<file path="src/rtl/cpu_pkg.sv">
// Shared CPU definitions: divider FSM states, datapath width, ALU/opcode encodings.
// Latency: n/a (types and constants only).
// Backpressure: n/a.
package cpu_pkg;

    typedef enum logic [1:0] {
        DIV_IDLE = 2'd0,
        DIV_CALC = 2'd1,
        DIV_DONE = 2'd2
    } div_state_t;

    localparam int DATA_WIDTH = 16;

    // ALUControl encodings; the execute stage takes the divider result on ALU_DIV.
    localparam logic [1:0] ALU_ADD = 2'b00;
    localparam logic [1:0] ALU_SUB = 2'b01;
    localparam logic [1:0] ALU_DIV = 2'b10;
    localparam logic [1:0] ALU_SHL = 2'b11;

    localparam logic [3:0] OP_DIV = 4'b1011;

endpackage

</file>
<file path="src/rtl/div_step.sv">
// One restoring-division step: shift in a dividend bit, trial-subtract the divisor.
// Latency: combinational.
// Backpressure: none; ports rem_in/bit_in/divisor in, rem_out/q_bit out.
module div_step #(
    parameter int WIDTH = 16
) (
    input  logic [WIDTH-1:0] rem_in,
    input  logic             bit_in,
    input  logic [WIDTH-1:0] divisor,
    output logic [WIDTH-1:0] rem_out,
    output logic             q_bit
);

    logic [WIDTH:0] shifted;
    logic [WIDTH:0] diff;

    // rem_in < divisor always holds, so shifted < 2*divisor and a non-negative
    // difference fits in WIDTH bits; the top bit of diff is therefore the borrow.
    always_comb begin
        shifted = {rem_in, bit_in};
        diff    = shifted - {1'b0, divisor};
        q_bit   = ~diff[WIDTH];
        rem_out = q_bit ? diff[WIDTH-1:0] : shifted[WIDTH-1:0];
    end

endmodule

</file>
<file path="src/rtl/div_sequencer.sv">
// Multi-cycle unsigned restoring divider controller for the Divide instruction.
// Latency: WIDTH+1 cycles from request to done (1 cycle for a zero divisor).
// Backpressure: stall held while a request is accepted and through CALC; flush aborts.
// Ports: clk/rst (sync, active high); start, flush, op_a, op_b in;
//        stall, done, quotient, remainder, div_by_zero out.
module div_sequencer
    import cpu_pkg::*;
#(
    parameter int WIDTH = DATA_WIDTH
) (
    input  logic             clk,
    input  logic             rst,
    input  logic             start,
    input  logic             flush,
    input  logic [WIDTH-1:0] op_a,
    input  logic [WIDTH-1:0] op_b,
    output logic             stall,
    output logic             done,
    output logic [WIDTH-1:0] quotient,
    output logic [WIDTH-1:0] remainder,
    output logic             div_by_zero
);

    localparam int              CW       = $clog2(WIDTH);
    localparam logic [CW-1:0]   LAST_CNT = CW'(WIDTH - 1);

    div_state_t       state_q, state_d;
    logic [CW-1:0]    count_q, count_d;
    logic [WIDTH-1:0] dvd_q, dvd_d;       // dividend shifting out, quotient bits shifting in
    logic [WIDTH-1:0] dvs_q, dvs_d;
    logic [WIDTH-1:0] prem_q, prem_d;     // partial remainder
    logic [WIDTH-1:0] quotient_q, quotient_d;
    logic [WIDTH-1:0] remainder_q, remainder_d;
    logic             dbz_q, dbz_d;

    logic [WIDTH-1:0] step_rem;
    logic             step_q_bit;
    logic             last_step;

    div_step #(.WIDTH(WIDTH)) u_step (
        .rem_in  (prem_q),
        .bit_in  (dvd_q[WIDTH-1]),
        .divisor (dvs_q),
        .rem_out (step_rem),
        .q_bit   (step_q_bit)
    );

    assign last_step = (count_q == LAST_CNT);

    // State register
    always_ff @(posedge clk) begin
        if (rst) begin
            state_q <= DIV_IDLE;
        end else begin
            state_q <= state_d;
        end
    end

    // Next-state logic; flush returns to IDLE from anywhere.
    always_comb begin
        state_d = state_q;
        if (flush) begin
            state_d = DIV_IDLE;
        end else begin
            case (state_q)
                DIV_IDLE: if (start) state_d = (op_b == '0) ? DIV_DONE : DIV_CALC;
                DIV_CALC: if (last_step) state_d = DIV_DONE;
                DIV_DONE: state_d = DIV_IDLE;
                default:  state_d = DIV_IDLE;
            endcase
        end
    end

    // Outputs; stall drops in DONE so the pipeline consumes the result that cycle.
    always_comb begin
        stall = ((state_q == DIV_IDLE) && start && !flush) || (state_q == DIV_CALC);
        done  = (state_q == DIV_DONE);
    end

    // Datapath next values; results only change on a completed op.
    always_comb begin
        count_d     = count_q;
        dvd_d       = dvd_q;
        dvs_d       = dvs_q;
        prem_d      = prem_q;
        quotient_d  = quotient_q;
        remainder_d = remainder_q;
        dbz_d       = dbz_q;
        if (!flush) begin
            case (state_q)
                DIV_IDLE: begin
                    if (start) begin
                        if (op_b != '0) begin
                            dvd_d   = op_a;
                            dvs_d   = op_b;
                            prem_d  = '0;
                            count_d = '0;
                        end else begin
                            quotient_d  = '1;
                            remainder_d = op_a;
                            dbz_d       = 1'b1;
                        end
                    end
                end
                DIV_CALC: begin
                    dvd_d  = {dvd_q[WIDTH-2:0], step_q_bit};
                    prem_d = step_rem;
                    if (last_step) begin
                        // Hold the counter at its last value rather than wrapping.
                        quotient_d  = {dvd_q[WIDTH-2:0], step_q_bit};
                        remainder_d = step_rem;
                        dbz_d       = 1'b0;
                    end else begin
                        count_d = count_q + 1'b1;
                    end
                end
                default: ;
            endcase
        end
    end

    always_ff @(posedge clk) begin
        if (rst) begin
            count_q     <= '0;
            dvd_q       <= '0;
            dvs_q       <= '0;
            prem_q      <= '0;
            quotient_q  <= '0;
            remainder_q <= '0;
            dbz_q       <= 1'b0;
        end else begin
            count_q     <= count_d;
            dvd_q       <= dvd_d;
            dvs_q       <= dvs_d;
            prem_q      <= prem_d;
            quotient_q  <= quotient_d;
            remainder_q <= remainder_d;
            dbz_q       <= dbz_d;
        end
    end

    assign quotient    = quotient_q;
    assign remainder   = remainder_q;
    assign div_by_zero = dbz_q;

endmodule

</file>
<file path="config.mk">
export PLATFORM = sky130hd
export DESIGN_NAME = div_sequencer
export DESIGN_NICKNAME = d
export VERILOG_FILES = /design/src/rtl/cpu_pkg.sv /design/src/rtl/div_step.sv /design/src/rtl/div_sequencer.sv
export SDC_FILE = /design/constraint.sdc
export NUM_CORES = 1
export LEC_CHECK = 0
export CORE_AREA = 2 2 92 94
export CTS_BUF_LIST = sky130_fd_sc_hd__clkbuf_4 sky130_fd_sc_hd__clkbuf_8
export DETAILED_ROUTE_END_ITERATION = 10
export DIE_AREA = 0 0 94 96
export PLACE_DENSITY_LB_ADDON = 0.1
export SETUP_SLACK_MARGIN = 0.1
export SLEW_MARGIN = 20
export SYNTH_ARGS = -nofsm -noshare
export SYNTH_HDL_FRONTEND = slang
export SYNTH_SLANG_ARGS = --single-unit
export TNS_END_PERCENT = 100
</file>
<file path="constraint.sdc">
create_clock -name clk -period 6.2 [get_ports clk]
set_input_delay 1.86 -clock clk [delete_from_list [all_inputs] [get_ports clk]]
set_output_delay 1.86 -clock clk [all_outputs]
set_load 0.005 [all_outputs]
</file>
==> metrics.md <==
| Metric | Value |
|---|---|
| GRT Max-Usage Layer | met2 |
| Vias in the first global route | 3814 |
| Tmin final | 5.11 ns |
| Combinational Power Share | 0.205 |
| Most numerous cell in the Yosys netlist | dfxtp_1 |
| Synth area leaders | dfxtp_1 (39%), nand2_1 (5.6%), mux2i_1 (4.9%) |
| Pwr Density | 251 nW/um^2 |
| Final setup viols | 0 |
| Flops & latches, synth | 87 |
| Flop pwr share | 0.438 |
| Yosys top cell by area | dfxtp_1 |
| Crit-path most repeated cell | clkdlybuf4s50_1 |
| Setup bufs post-CTS | 0 |
| Initial antenna violation count | 0 |
| Total core area | 8050 sq um |
| Global Route met2 Usage | 0.440 |
| Clk slew on worst S/H paths | 0.08 ns |
| Initial core utilization | 0.554 |
| CTS Hold Bufs | 0 |
| Post-synthesis cell area | 4460 sq um |
| Vias/cell | 6.03 |
| Period Utilization, post-route | 0.824 |
| CTS Buf Count | 9 |
| Top post-synthesis cells by count | dfxtp_1 (87), nand2_1 (67), nor2_1 (54) |
| Reg2reg end | remainder[11] |
| Clock share of power | 0.357 |
| IO buf count | 70 |
| DIE HEIGHT | 96 um |
| Syn. warnings | 0 |
| Number of synthesized flops with an enable pin | 0 |
| Slowest CP cell | clkdlybuf4s50_1 |
| Inst Count DP | 670 |
| Maximum VDD drop | 0.000152 V |
| Initial DRC count | 206 |
| Crit-path cells | clkdlybuf4s50_1 -> inv_1 -> a21oi_1 -> nor2_1 -> clkdlybuf4s50_1 |
| Primary FF master, synth | dfxtp_1 |
| Fillers | 700 |
| Nets | 630 |
| Yosys top cell area share | 0.391 |
| DRC | 0 |
| Critical path data arrival time | 3.25 ns |
| CTS H-tree depth | 3 |
| RePlAce Congestion | 0.865 |
| Post-route antenna net violation count | 0 |
| Pin count of the biggest net entering global routing | 50 |
| Achievable frequency | 0.196 GHz |
| Status | complete, no violations |
| Final Max Tran Viols | 0 |
| Critical path type | in2out |
| # IOs | 71 |
| Max-Slew Margin vs Limit | 0.343 |
| Critical path launch point type | input pin |
| Sink of the worst hold path | prem_q[7] |
| Library cells used by synthesis | 63 |
| Final Skew | 0.00668 ns |
| Flop-to-flop setup slack | 3.06 ns |
| Met3 Use GR | 0.0470 |
| Synth async-reset ratio | 0 |
| Final hold violation count | 0 |
| Grt total ovfl | 0 |
| Final std cells w/o fill | 686 |
| Max Fanout on Critical Path | 8 |
| Vias | 4140 |
| Hold WC Path Type | reg2reg |
| Post-synthesis sequential area ratio | 0.391 |
| Syn avg cell area | 8.48 sq um |
| Worst Max-Slew Pin Slew | 0.982 ns |
| Die area | 9020 sq um |
| Root buffer cell | clkbuf_8 |
| Max incr delay on CP | 0.62 ns |
| Crit path capture type | output port |
| Max Cap Viol | 0 |
| Setup crit start | flush |
| RSZ-0062 raised after global routing | no |
| Area grow syn2layout | 22.1% |
| Area after DPL | 5190 sq um |
| Fraction of layout instances using a drive strength above 1 | 0.0861 |
| Critical path data required time | 4.34 ns |
| Finished Cell Area | 5440 sq um |
| CTS tree | done |
| Clk_lat worst skew | 0.36 ns |
| Cells after Synth | 526 |
| Reg2reg path depth | 10 |
| DR pass1 iterations | 4 |
| Rows | 33 |
| Clock Sinks | 87 |
| Gr usage total | 0.262 |
| Worst Hold Launch | prem_q[7] |
| Avg WL per Cell | 16.8 um |
| Sum of negative setup slack | 0 ns |
| R2R Path Start | dvd_q[15] |
| Resized Gates After CTS | 0 |
| CTS Buffer Depth | 2 |
| Die width | 94 um |
| Switch share | 0.288 |
| GRT met1 Usage | 0.348 |
| Hold Crit Depth | 2 |
| Dpl hpwl | 8320 um |
| Antenna diode count | 0 |
| Int Pwr | 0.974 mW |
| Pleak | 2.11 nW |
| Final WL | 11600 um |
| Global-route wire length before repair | 18500 um |
| Switch Pwr | 0.394 mW |
| Synthesized net count | 580 |
==> worst max-delay path, delay by kind of cell <==
| family | cells | cell delay (ns) |
|---|---|---|
| buf+inv | 3 | 1.19 |
| simple gates | 1 | 0.05 |
| compound gates | 1 | 0.15 |
==> worst max path at each step <==
stage	to	slack (ns)
after global routing	stall	1.01
after detailed placement	stall	1.12
after CTS	stall	1.10
final	stall	1.09
after global placement	stall	1.13
after floorplan	stall	2.00
==> power groups by stage <==
stage / Combinational [mW] / Sequential [mW] / Clock, mW
2_1_floorplan: 0.200 / 0.605 / 0
3_3_place_gp: 0.271 / 0.611 / 0
3_5_place_dp: 0.276 / 0.612 / 0
4_1_cts: 0.278 / 0.598 / 0.495
5_1_grt: 0.306 / 0.602 / 0.516
6_report: 0.280 / 0.599 / 0.489
==> per-layer routing <==
metal | up-vias | share of wire
li1 | 2019 | -
met1 | 1971 | 0.46
met2 | 135 | 0.48
met3 | 15 | 0.053
met4 | 0 | 0.014
met5 | - | 0
==> state kept, by name, indices dropped and copies added (netlist names) <==
name and flops:
dvd_q 16, dvs_q 16, prem_q 16, quotient 16, remainder 16, count_q 4, state_q 2, div_by_zero 1
==> metrics by stage <==
stage | hold slack (ns) | worst slack, ns | util | power [mW]
6_report | 0.483 | 1.09 | 0.676 | 1.37
5_1_grt | 0.501 | 1.01 | 0.676 | 1.42
4_1_cts | 0.481 | 1.10 | 0.676 | 1.37
3_5_place_dp | 0.470 | 1.12 | 0.645 | 0.888
3_3_place_gp | 0.468 | 1.13 | 0.645 | 0.882
2_1_floorplan | 0.442 | 2.00 | - | 0.806
==> kinds of logic after synthesis <==
logic type	after synthesis	synth area share
AND/OR/NAND/NOR	175	0.178
adder cells (fa/ha/maj)	18	0.0522
AO/OA/AOI/OAI	152	0.251
flip-flops	87	0.391
multiplexers	23	0.0519
XOR/XNOR	11	0.0216
buffers and inverters	60	0.0553
==> placed cells by master, fill, tap and decap left out, drive strengths merged, types with 8 or more instances in the layout <==
| cell | synthesis | final |
|---|---|---|
| a31oi | 9 | 9 |
| nor3 | 8 | 8 |
| clkbuf | 30 | 9 |
| nand3 | 8 | 8 |
| nand2 | 67 | 67 |
| o21ai | 37 | 37 |
| nor2 | 54 | 54 |
| ha | 17 | 17 |
| inv | 24 | 27 |
| a311oi | 15 | 15 |
| o221a | 17 | 17 |
| nor4 | 8 | 8 |
| mux2i | 22 | 22 |
| a21oi | 22 | 22 |
| o22ai | 8 | 8 |
| clkdlybuf4s50 | 0 | 70 |
| dfxtp | 87 | 87 |
==> cell type report <==
| class | count | area (sq um) | share of cell area |
|---|---|---|---|
| Clock inverter | 7 | 126 | 0.0232 |
| Timing Repair Buffer | 75 | 738 | 0.136 |
| Tap cell | 105 | 131 | 0.0241 |
| Multi-Input combinational cell | 379 | 2490 | 0.458 |
| Sequential cell | 87 | 1740 | 0.320 |
| Clock buffer | 9 | 124 | 0.0228 |
| Inverter | 24 | 90.1 | 0.0166 |
No activity file was read; power rests on OpenSTA's default activity.
